[src/rtl/mem_arbiter_if.sv]
// mem_arbiter_if: fetch port, load/store port and memory bus of the
// two-port memory arbiter.
//   slave  - the arbiter side
//   master - the core/memory side
interface mem_arbiter_if #(
  parameter int AW = 16,
  parameter int DW = 16
);
  logic          if_req;
  logic [AW-1:0] if_addr;
  logic          if_ack;
  logic [DW-1:0] if_rdata;

  logic          d_req;
  logic          d_we;
  logic [AW-1:0] d_addr;
  logic [DW-1:0] d_wdata;
  logic          d_ack;
  logic [DW-1:0] d_rdata;

  logic [AW-1:0] mem_addr;
  logic [DW-1:0] mem_wdata;
  logic          mem_we;
  logic [DW-1:0] mem_rdata;

  logic          busy;

  modport slave (
    input  if_req, if_addr, d_req, d_we, d_addr, d_wdata, mem_rdata,
    output if_ack, if_rdata, d_ack, d_rdata, mem_addr, mem_wdata, mem_we, busy
  );

  modport master (
    output if_req, if_addr, d_req, d_we, d_addr, d_wdata, mem_rdata,
    input  if_ack, if_rdata, d_ack, d_rdata, mem_addr, mem_wdata, mem_we, busy
  );
endinterface

[src/rtl/mem_arbiter.sv]
// mem_arbiter: shares one word-addressed memory between the instruction
// fetch path and the load/store path. One access per IDLE->ACCESS->RESP
// round trip (3 cycles). All outputs are registered.
//
// Optional feature macro: ARB_ROUND_ROBIN_EN
//   defined   - ties go to the side that did not win the last grant
//               (first tie after reset goes to fetch)
//   undefined - ties always go to the data side
module mem_arbiter #(
  parameter int AW = 16,
  parameter int DW = 16
) (
  input  logic          clk,
  input  logic          rst,
  mem_arbiter_if.slave  bus
);

  typedef enum logic [1:0] {IDLE, ACCESS, RESP} state_t;

  state_t        state;
  logic          owner_d;   // 1 = data side owns the current access
  logic          grant_d;   // data side wins the pending arbitration
  logic [AW-1:0] mem_addr_q;
  logic [DW-1:0] mem_wdata_q;
  logic          mem_we_q;
  logic          if_ack_q;
  logic          d_ack_q;
  logic [DW-1:0] if_rdata_q;
  logic [DW-1:0] d_rdata_q;
  logic          busy_q;

`ifdef ARB_ROUND_ROBIN_EN
  logic          last_d;    // 1 = last grant went to the data side

  // Tie goes to whoever lost the previous grant.
  always_comb begin
    grant_d = bus.d_req && (!bus.if_req || !last_d);
  end
`else
  // Data side has fixed priority over fetch.
  always_comb begin
    grant_d = bus.d_req;
  end
`endif

  // Arbitration FSM; mem_we doubles as the latched write flag while in ACCESS.
  always_ff @(posedge clk or posedge rst) begin
    if (rst) begin
      state       <= IDLE;
      owner_d     <= 1'b0;
      mem_addr_q  <= '0;
      mem_wdata_q <= '0;
      mem_we_q    <= 1'b0;
      if_ack_q    <= 1'b0;
      d_ack_q     <= 1'b0;
      if_rdata_q  <= '0;
      d_rdata_q   <= '0;
      busy_q      <= 1'b0;
`ifdef ARB_ROUND_ROBIN_EN
      last_d      <= 1'b1;
`endif
    end else begin
      case (state)
        IDLE: begin
          if (bus.if_req || bus.d_req) begin
            owner_d    <= grant_d;
            mem_addr_q <= grant_d ? bus.d_addr : bus.if_addr;
            if (grant_d) mem_wdata_q <= bus.d_wdata;
            mem_we_q   <= grant_d && bus.d_we;
            busy_q     <= 1'b1;
            state      <= ACCESS;
`ifdef ARB_ROUND_ROBIN_EN
            last_d     <= grant_d;
`endif
          end
        end
        ACCESS: begin
          mem_we_q <= 1'b0;
          if (!mem_we_q) begin
            if (owner_d) d_rdata_q  <= bus.mem_rdata;
            else         if_rdata_q <= bus.mem_rdata;
          end
          d_ack_q  <= owner_d;
          if_ack_q <= !owner_d;
          state    <= RESP;
        end
        RESP: begin
          d_ack_q  <= 1'b0;
          if_ack_q <= 1'b0;
          busy_q   <= 1'b0;
          state    <= IDLE;
        end
        default: state <= IDLE;
      endcase
    end
  end

  assign bus.mem_addr  = mem_addr_q;
  assign bus.mem_wdata = mem_wdata_q;
  assign bus.mem_we    = mem_we_q;
  assign bus.if_ack    = if_ack_q;
  assign bus.d_ack     = d_ack_q;
  assign bus.if_rdata  = if_rdata_q;
  assign bus.d_rdata   = d_rdata_q;
  assign bus.busy      = busy_q;

endmodule

[src/flat_wrapper.sv]
// flat-port wrapper written by rule: the top's interface ports become plain ports
module mem_arbiter_flat 
#(
  parameter int AW = 16,
  parameter int DW = 16
)
  (clk, rst, bus_if_req, bus_if_addr, bus_d_req, bus_d_we, bus_d_addr, bus_d_wdata, bus_mem_rdata, bus_if_ack, bus_if_rdata, bus_d_ack, bus_d_rdata, bus_mem_addr, bus_mem_wdata, bus_mem_we, bus_busy);
  mem_arbiter_if #(.AW(AW), .DW(DW)) bus_i ();
  input  logic clk;
  input  logic rst;
  input wire logic [$bits(bus_i.if_req)-1:0] bus_if_req;
  input wire logic [$bits(bus_i.if_addr)-1:0] bus_if_addr;
  input wire logic [$bits(bus_i.d_req)-1:0] bus_d_req;
  input wire logic [$bits(bus_i.d_we)-1:0] bus_d_we;
  input wire logic [$bits(bus_i.d_addr)-1:0] bus_d_addr;
  input wire logic [$bits(bus_i.d_wdata)-1:0] bus_d_wdata;
  input wire logic [$bits(bus_i.mem_rdata)-1:0] bus_mem_rdata;
  output wire logic [$bits(bus_i.if_ack)-1:0] bus_if_ack;
  output wire logic [$bits(bus_i.if_rdata)-1:0] bus_if_rdata;
  output wire logic [$bits(bus_i.d_ack)-1:0] bus_d_ack;
  output wire logic [$bits(bus_i.d_rdata)-1:0] bus_d_rdata;
  output wire logic [$bits(bus_i.mem_addr)-1:0] bus_mem_addr;
  output wire logic [$bits(bus_i.mem_wdata)-1:0] bus_mem_wdata;
  output wire logic [$bits(bus_i.mem_we)-1:0] bus_mem_we;
  output wire logic [$bits(bus_i.busy)-1:0] bus_busy;
  assign bus_i.if_req = bus_if_req;
  assign bus_i.if_addr = bus_if_addr;
  assign bus_i.d_req = bus_d_req;
  assign bus_i.d_we = bus_d_we;
  assign bus_i.d_addr = bus_d_addr;
  assign bus_i.d_wdata = bus_d_wdata;
  assign bus_i.mem_rdata = bus_mem_rdata;
  assign bus_if_ack = bus_i.if_ack;
  assign bus_if_rdata = bus_i.if_rdata;
  assign bus_d_ack = bus_i.d_ack;
  assign bus_d_rdata = bus_i.d_rdata;
  assign bus_mem_addr = bus_i.mem_addr;
  assign bus_mem_wdata = bus_i.mem_wdata;
  assign bus_mem_we = bus_i.mem_we;
  assign bus_busy = bus_i.busy;
  mem_arbiter #(.AW(AW), .DW(DW)) u_core (.clk(clk), .rst(rst), .bus(bus_i));
endmodule
[config.mk]
export PLATFORM = sky130hd
export DESIGN_NAME = mem_arbiter_flat
export DESIGN_NICKNAME = d
export VERILOG_FILES = /design/src/rtl/mem_arbiter_if.sv /design/src/rtl/mem_arbiter.sv /design/src/flat_wrapper.sv
export SDC_FILE = /design/constraint.sdc
export NUM_CORES = 1
export LEC_CHECK = 0
export ABC_AREA = 1
export CAP_MARGIN = 5
export CORE_MARGIN = 10
export CORE_UTILIZATION = 48
export DETAILED_ROUTE_END_ITERATION = 8
export DONT_BUFFER_PORTS = 1
export PLACE_DENSITY_LB_ADDON = 0.05
export RECOVER_POWER = 25
export SYNTH_ARGS = -nofsm -noshare
export SYNTH_HDL_FRONTEND = slang
export SYNTH_SLANG_ARGS = --single-unit
[constraint.sdc]
create_clock -name clk -period 2.7 [get_ports clk]
set_input_delay 0.54 -clock clk [delete_from_list [all_inputs] [get_ports clk]]
set_output_delay 0.54 -clock clk [all_outputs]
set_load 0.01 [all_outputs]
==> results of run 1 <==
==> final timing paths <==
kind / startpoint / slack [ns] / endpoint / cells after the start
worst min register to register: u_core.bus.mem_wdata[5] / 0.55 / u_core.bus.mem_wdata[5] / 2
worst min-delay path: bus_d_wdata[11] / 0.33 / u_core.bus.mem_wdata[11] / 2
worst max-delay path: u_core.state[1] / 0.91 / u_core.bus.if_rdata[0] / 4
max in group asynchronous: rst / 0.97 / u_core.bus.d_rdata[14] / 2
min in group asynchronous: rst / 0.72 / u_core.bus.mem_addr[8] / 2
worst max register to register: u_core.state[1] / 0.91 / u_core.bus.if_rdata[0] / 4
==> per-stage QoR <==
step,hold WS (ns),instances
global route,0.3179,434
floorplan,0.5027,357
CTS,0.1851,434
global placement,0.5385,418
detailed placement,0.5419,418
finish,0.3271,434
==> cells in the mapped netlist <==
library cell / number / area, sq um
buf_2: 10 / 50.05
buf_4: 1 / 7.510
buf_6: 2 / 22.52
buf_8: 1 / 15.01
clkbuf_1: 3 / 11.26
dfrtp_1: 71 / 1777
ha_1: 6 / 75.07
inv_1: 24 / 90.09
inv_2: 2 / 7.510
nand2_1: 174 / 653.1
nand3_1: 21 / 105.1
nand3b_1: 1 / 7.510
nor2_1: 3 / 11.26
o21ai_0: 35 / 175.2
o21ai_4: 1 / 16.27
o22ai_1: 1 / 6.260
or2_2: 1 / 6.260
==> cells by family after synthesis <==
kind of cell	Yosys count	share of synthesized area, %
flip-flops	71	58.51
AND/OR/NAND/NOR	200	25.79
adder cells (fa/ha/maj)	6	2.472
buffers and inverters	43	6.716
AO/OA/AOI/OAI	37	6.510
==> placed cells by master (no fill, tap or decap) <==
cell type	n
nand2_1	174
nor2_1	3
clkinv_2	1
inv_1	24
ha_1	6
or2_2	1
clkinv_4	1
o21ai_0	35
inv_2	2
o22ai_1	1
clkinvlp_4	1
dfrtp_1	71
nand3b_1	1
o21ai_4	1
bufinv_16	2
clkbuf_8	10
nand3_1	21
clkbuf_1	1
clkbuf_2	1
buf_4	2
==> worst reg2reg max path: cells and delay by family, from the launching register on <==
kind | cells | cell delay, ns
AO/OA/AOI/OAI | 1 | 0.38
adder cells (fa/ha/maj) | 1 | 0.24
buffers and inverters | 1 | 0.15
flip-flops | 1 | 0.40
AND/OR/NAND/NOR | 1 | 0.53
==> metal layers <==
| metal | track usage (%) | up-vias |
|---|---|---|
| li1 | - | 1090 |
| met1 | 16.46 | 994 |
| met2 | 23.70 | 79 |
| met3 | 7.820 | 6 |
| met4 | 5.954 | 0 |
| met5 | 0 | - |
==> power by group <==
group / switching [uW] / leakage, uW / total, uW / internal [uW]
clock network: 385 / 0.000110 / 931 / 546
logic: 651 / 0.000793 / 1020 / 364
registers: 640 / 0.000878 / 2220 / 1580
total: 1680 / 0.00178 / 4170 / 2490
==> layout make-up <==
cell class	count	area (sq um)	share of cell area (%)
clock buffers	11	141.4	4.328
clock inverters	5	81.33	2.489
inverters	26	97.59	2.987
multi-input cells	243	1056	32.32
flip-flops and latches	71	1777	54.39
well taps	75	93.84	2.872
repair buffers	3	20.02	0.6128
==> sequential cells by signal (all words and copies together) (netlist names), 2 cells and up <==
register / cells
u_core.bus.d_rdata: 16
u_core.bus.if_rdata: 16
u_core.bus.mem_addr: 16
u_core.bus.mem_wdata: 16
u_core.state: 2
==> impl_metrics.toml, run 1 <==
[worst_setup_path]
slowest_delay_ns = 0.53
worstSetupPathType = "reg2reg"
cp_data_arrival_time_ns = 2.02
crit_family = "simple AND/OR/NAND/NOR gates"
path_buf_inv = 1
start_kind = "flip-flop"
cp_cell_sequence = "inv_1 -> ha_1 -> nand2_1 -> o21ai_0"
required_ns = 2.93
worstPathMaxFanout = 32
cpMaxStageDelayCell = "nand2_1"
end_kind = "flip-flop"

[floorplan]
die_w_um = 99.54
coreArea_sq_mm = 0.006026
die_h_um = 99.54
dieArea_sq_mm = 0.009908
fp-row-count = 28
initial_core_util_pct = 50.39
io_pins = 137

[cells_and_area]
nFillCells = 572
area_growth_syn_to_layout_pct = 7.581
drive_above_1_share_pct = 6.128
final_area_sq_mm = 0.003267
nNetsFinal = 429
utilization_pct = 54.22
diodes = 0

[worst_hold_path]
hold_path.class = "in2reg"

[outcome]
violations = "capacitance limit, slew limit"
status = "complete, but fails checks"

[clock_tree]
cts.sinks = 71
cts.path.max_buffers = 2
clkTransAtPathRegs_ns = 0.08
htreeDepth = 3
root_buffer = "clkbuf_8"
cts_tree = "yes"
post_cts_buffers = 0
numCtsBuffers = 9
cts_hold_buf = 0
clk_latency_ns = 0.33
postCtsResizedCells = 0

[placed_design]
hpwl_um = 5434
pre_cts_ws_ns = 0.8671
port_buffers = 0
placed_cell_area_sq_mm = 0.003059
gp_congestion = 0.7305

[global_route]
grt_pass1_wl_um = 12050
grt_max_degree = 72
grt_pass1_vias = 2402
grt-ovfl-total = 0
grt_usage_pct = 14.90
antenna_found_initial = 0

[synth]
syn_avg_cell_area_sq_um = 8.506
ys_types = 17
synth_cells = 357
yosys_warnings = 0
syn_area_sq_mm = 0.003037
ys_ff_latch = 71
ys_seq_area_share_pct = 58.51
synth_fp_nets = 432

[detailed_routing]
first_pass_iters = 4
wl_met1_um = 2947
dr.first_iter.drc_count = 78
totalWireLength_um = 7330
drc = 0
detail_route.wl_per_cell_um = 16.89
vias_per_cell = 4.998
vias = 2169
wl_met3_um = 828
ant_nets = 0
route.top_layer_used = "met4"
wl_met2_um = 3503

[sta]
fmax_mhz = 557.6
clock-skew-final_ns = 0.008797
fin_setup_tns_ns = 0
finalSetupViolCount = 0
worst_slew_pin_slew_ns = 1.715
finalCritPeriodShare_pct = 66.42
layout_setup_ws_ns = 0.9066
layout_min_cycle_time_ns = 1.793
slew_violations = 72
slew_headroom_pct = -14.31
finalHoldViolCount = 0
rsz0062_at_grt = "no"

[pwr]
power.leakage_uw = 0.001781
power.density_mw_per_mm2 = 1275
max-vdd-ir-drop_mv = 0.6964
p_total_uw = 4167

[job]
cap_violations = 1
Note: power is estimated with default switching activity, not from simulation.
==> inputs of run 2 (changes only) <==
clock period = 1.6 ns   (was 2.7 ns; I/O delays follow)
==> run 2 against run 1 <==
Compared with the run above:
- the run now ends clean
- clock skew increased by 0.0025 ns
- worst setup slack worse by 0.73 ns
- register-to-register slack worse by 0.73 ns
- sequential power rose by 68%
- global-route usage is 0.13 points higher
- critical endpoint is now u_core.bus.mem_addr[10]
==> impl_metrics.toml, run 2 (same netlist as run 1, synthesis figures left out) <==
[worst_setup_path]
cp_data_arrival_time_ns = 1.70
end_kind = "flip-flop"
crit_start = "u_core.state[0]"
worstPathMaxFanout = 20
r2r_start = "u_core.state[0]"
start_kind = "flip-flop"
required_ns = 1.88
worstSetupPathType = "reg2reg"

[cells_and_area]
diodes = 0
area_growth_syn_to_layout_pct = 9.271
layout_common_cells = "nand2_1 (174), dfrtp_1 (71), o21ai_0 (35)"
nNetsFinal = 432
final_common_cell = "nand2_1"
drive_above_1_share_pct = 7.459
final_area_sq_mm = 0.003318

[sta]
clock-skew-final_ns = 0.01133
finalCritPeriodShare_pct = 89.04
finalHoldViolCount = 0
fin_setup_tns_ns = 0
rsz0062_at_grt = "no"
worst_slew_pin_slew_ns = 0.9438
layout_min_cycle_time_ns = 1.425
slew_headroom_pct = 37.08
fmax_mhz = 702.0
finalSetupViolCount = 0
slew_violations = 0
fin_hold_ws_ns = 0.1017

[detailed_routing]
totalWireLength_um = 7319
first_pass_iters = 4
ant_nets = 0
wl_met2_um = 3509
route.top_layer_used = "met4"
wl_met3_um = 796
vias = 2171
dr.first_iter.drc_count = 93
detail_route.wl_per_cell_um = 16.75
vias_per_cell = 4.968
wl_met1_um = 2927
drc = 0

[pwr]
clockPowerShare_pct = 23.2
power.leakage_uw = 0.001799
p_comb_share_pct = 24.6
p_total_uw = 7168
switching_power_uw = 2869
power.internal_uw = 4299
power.density_mw_per_mm2 = 2160
power_frac_seq_pct = 52.2
max-vdd-ir-drop_mv = 1.160
swShare_pct = 40.03

[outcome]
status = "finished, final reports clean"

[floorplan]
die_w_um = 99.54
io_pins = 137
fp-row-count = 28
dieArea_sq_mm = 0.009908
die_h_um = 99.54
initial_core_util_pct = 50.39
coreArea_sq_mm = 0.006026

[clock_tree]
cts.path.max_buffers = 2
clk_latency_ns = 0.34
post_cts_buffers = 0
numCtsBuffers = 9
cts.sinks = 71
clkTransAtPathRegs_ns = 0.08
root_buffer = "clkbuf_8"
cts_tree = "yes"
htreeDepth = 3

[placed_design]
port_buffers = 0
hpwl_um = 5399
gp_congestion = 0.7934
placed_cell_area_sq_mm = 0.003078

[global_route]
grt_max_degree = 72
grt_pass1_vias = 2359
grt_pass1_wl_um = 12040
antenna_found_initial = 0
grt_usage_pct = 15.03
grt-ovfl-total = 0

[worst_hold_path]
min-delay-start = "bus_d_wdata[8]"
hold_path.class = "in2reg"

[job]
cap_violations = 0
run 2: final cells by class:
cell class,count,area [sq um]
fill,564,2708
sequential,71,1777
multi-input combinational,243,1059
clock buffer,11,151.4
inverter,26,103.9
tap,75,93.84
clock inverter,5,86.33
timing repair buffer,6,47.55
run 2: final timing paths:
check	end	slack, ns	cells past startpoint
worst max-delay path	u_core.bus.mem_addr[10]	0.18	6
worst max register to register	u_core.bus.mem_addr[10]	0.18	6
worst min-delay path	u_core.bus.mem_wdata[8]	0.10	2
min in group asynchronous	u_core.bus.d_rdata[0]	0.81	3
max in group asynchronous	u_core.bus.mem_we	0.19	3
worst min register to register	u_core.bus.mem_wdata[6]	0.55	2
run 2: critical path, stage by stage (launching register included):
cell	delay (ns)
dfrtp_1	0.40
inv_1	0.15
ha_2	0.28
o21ai_4	0.19
inv_4	0.20
nand2_1	0.08
nand2_1	0.06
run 2: what timing repair did:
item | 4_1_cts | 5_1_grt
gates resized for setup | 1 | 1
endpoints found under the setup margin | 1 | 16
hold buffers | 1 | 0
gates cloned | 0 | 0
hold endpoints to repair | 71 | 0
run 2: power groups by stage:
stage | clock [uW] | sequential (uW) | combinational, uW
6_report | 1660 | 3740 | 1770
3_3_place_gp | 0 | 3820 | 1720
3_5_place_dp | 0 | 3820 | 1790
4_1_cts | 1700 | 3800 | 1800
5_1_grt | 1770 | 3880 | 2180
2_1_floorplan | 0 | 3520 | 1540
run 2: routing by layer:
| metal | up-vias | GRT usage (%) |
|---|---|---|
| li1 | 1102 | - |
| met5 | - | 0 |
| met4 | 0 | 5.954 |
| met3 | 8 | 7.682 |
| met1 | 986 | 16.72 |
| met2 | 75 | 23.95 |
run 2: stage by stage:
| stage | cells | setup slack [ns] | util, % |
|---|---|---|---|
| 2_1_floorplan | 357 | 0.2238 | - |
| 3_3_place_gp | 420 | 0.1200 | 51.08 |
| 3_5_place_dp | 420 | 0.01971 | 51.08 |
| 4_1_cts | 437 | 0.07983 | 55.23 |
| 5_1_grt | 437 | 0.01885 | 55.07 |
| 6_report | 437 | 0.1754 | 55.07 |
==> inputs of run 3 (changes only) <==
CORE_ASPECT_RATIO = 0.6   (was unset)
CTS_BUF_LIST = sky130_fd_sc_hd__clkbuf_4 sky130_fd_sc_hd__clkbuf_8   (was unset)
GPL_ROUTABILITY_DRIVEN = 0   (was unset)
==> run 3 against run 2 <==
Compared with the run above:
- worst setup slack got worse by 0.0060 ns
- critical path type unchanged
- critical endpoint is now u_core.bus.mem_addr[11]
- wire length increased by 4.6%
- sequential power about the same
- final cell count increased by 2.7%
- register-to-register slack about the same
- cell area increased by 1.4%
- power increased by 0.59%
- combinational power increased by 6%
- non-clock buffer count increased by 3
- hold slack got worse by 0.0037 ns
==> impl_metrics.toml, run 3 (same netlist as run 1, synthesis figures left out) <==
[worst_setup_path]
path_buf_inv = 2
slowest_delay_ns = 0.41
worstSetupPathType = "reg2reg"
crit_family = "flip-flops"
end_kind = "flip-flop"
cpMaxStageDelayCell = "dfrtp_1"
start_kind = "flip-flop"
required_ns = 1.88
worstPathMaxFanout = 20
cp_cell_sequence = "inv_1 -> ha_2 -> o21ai_4 -> inv_6 -> nand2_1 -> nand2_1"
cp_data_arrival_time_ns = 1.71
cpMostUsedCell = "nand2_1"

[detailed_routing]
totalWireLength_um = 7653
vias = 2189
detail_route.wl_per_cell_um = 17.04
drc = 0
dr.first_iter.drc_count = 145
vias_per_cell = 4.875
ant_nets = 0
first_pass_iters = 4

[sta]
finalCritPeriodShare_pct = 89.41
worst_slew_pin_slew_ns = 0.8475
layout_min_cycle_time_ns = 1.431
fin_hold_ws_ns = 0.09796
slew_violations = 0
fmax_mhz = 699.0
finalHoldViolCount = 0
finalSetupViolCount = 0
rsz0062_at_grt = "no"
slew_headroom_pct = 43.19
clock-skew-final_ns = 0.006005

[global_route]
grt_usage_pct = 15.27
grt_max_degree = 38
grt_pass1_vias = 2157
antenna_found_initial = 0
grt_pass1_wl_um = 11760
grt-ovfl-total = 0

[clock_tree]
post_cts_buffers = 0
clk_latency_ns = 0.34
cts_tree = "yes"
root_buffer = "clkbuf_8"
numCtsBuffers = 9
clkTransAtPathRegs_ns = 0.08
cts.path.max_buffers = 2
htreeDepth = 3
cts.sinks = 71

[pwr]
power.density_mw_per_mm2 = 2142
power.leakage_uw = 0.001816
max-vdd-ir-drop_mv = 0.8943

[worst_hold_path]
hold_path.class = "in2reg"

[floorplan]
fp-row-count = 22
initial_core_util_pct = 49.69
dieArea_sq_mm = 0.01001
io_pins = 137
die_w_um = 122.7
coreArea_sq_mm = 0.006111
die_h_um = 81.61

[cells_and_area]
nNetsFinal = 435
final_area_sq_mm = 0.003366
layout_common_cells = "nand2_1 (174), dfrtp_1 (71), o21ai_0 (35)"
final_common_cell = "nand2_1"
diodes = 0
area_growth_syn_to_layout_pct = 10.84
drive_above_1_share_pct = 8.219

[outcome]
status = "finished, final reports clean"

[job]
cap_violations = 0

[placed_design]
hpwl_um = 5852
port_buffers = 0
placed_cell_area_sq_mm = 0.003124
-- run 3: layout make-up --
type / instances / area, sq um
Fill cell: 607 / 2745
Sequential cell: 71 / 1777
Multi-Input combinational cell: 243 / 1059
Clock buffer: 11 / 145.1
Tap cell: 84 / 105.1
Inverter: 26 / 103.9
Timing Repair Buffer: 9 / 95.09
Clock inverter: 5 / 81.33
-- run 3: worst paths after layout --
path                                               start                       end  slack, ns  depth (start not counted)
worst max register to register           u_core.state[0]   u_core.bus.mem_addr[11]       0.17                          6
worst max-delay path                     u_core.state[0]   u_core.bus.mem_addr[11]       0.17                          6
worst min-delay path                     bus_d_wdata[14]  u_core.bus.mem_wdata[14]        0.1                          2
min in group asynchronous                            rst    u_core.bus.mem_addr[2]       0.55                          2
max in group asynchronous                            rst   u_core.bus.if_rdata[14]       0.36                          3
worst min register to register  u_core.bus.mem_wdata[14]  u_core.bus.mem_wdata[14]       0.56                          2
-- run 3: through the flow --
step           cells  total power, uW  setup WS [ns]  TNS (ns)  util, %
2_1_floorplan    357             5062         0.2238         0        -
3_3_place_gp     432             5628        0.06833         0    51.13
3_5_place_dp     432             5701       -0.04575   -0.5690    51.13
4_1_cts          449             7328        0.01843         0    55.04
5_1_grt          449             7832        0.03891         0    55.08
6_report         449             7210         0.1694         0    55.08
-- run 3: timing repair --
action | CTS | global route
hold endpoints to repair | 16 | 0
gates resized for setup | 1 | 2
hold buffers | 1 | 0
endpoints found under the setup margin | 16 | 16
-- run 3: power breakdown --
part | leakage, uW | switching, uW | internal [uW] | total [uW]
clock network | 0.000113 | 654 | 938 | 1590
logic | 0.000825 | 1150 | 718 | 1870
registers | 0.000878 | 1080 | 2670 | 3750
-- run 3: layer usage --
layer / vias to the layer above / global-route usage [%] / routed length (um)
li1: 1102 / - / -
met1: 1005 / 19.01 / 3246
met2: 76 / 20.98 / 3412
met3: 6 / 9.726 / 932
met4: 0 / 5.386 / 62
met5: - / 0 / 0
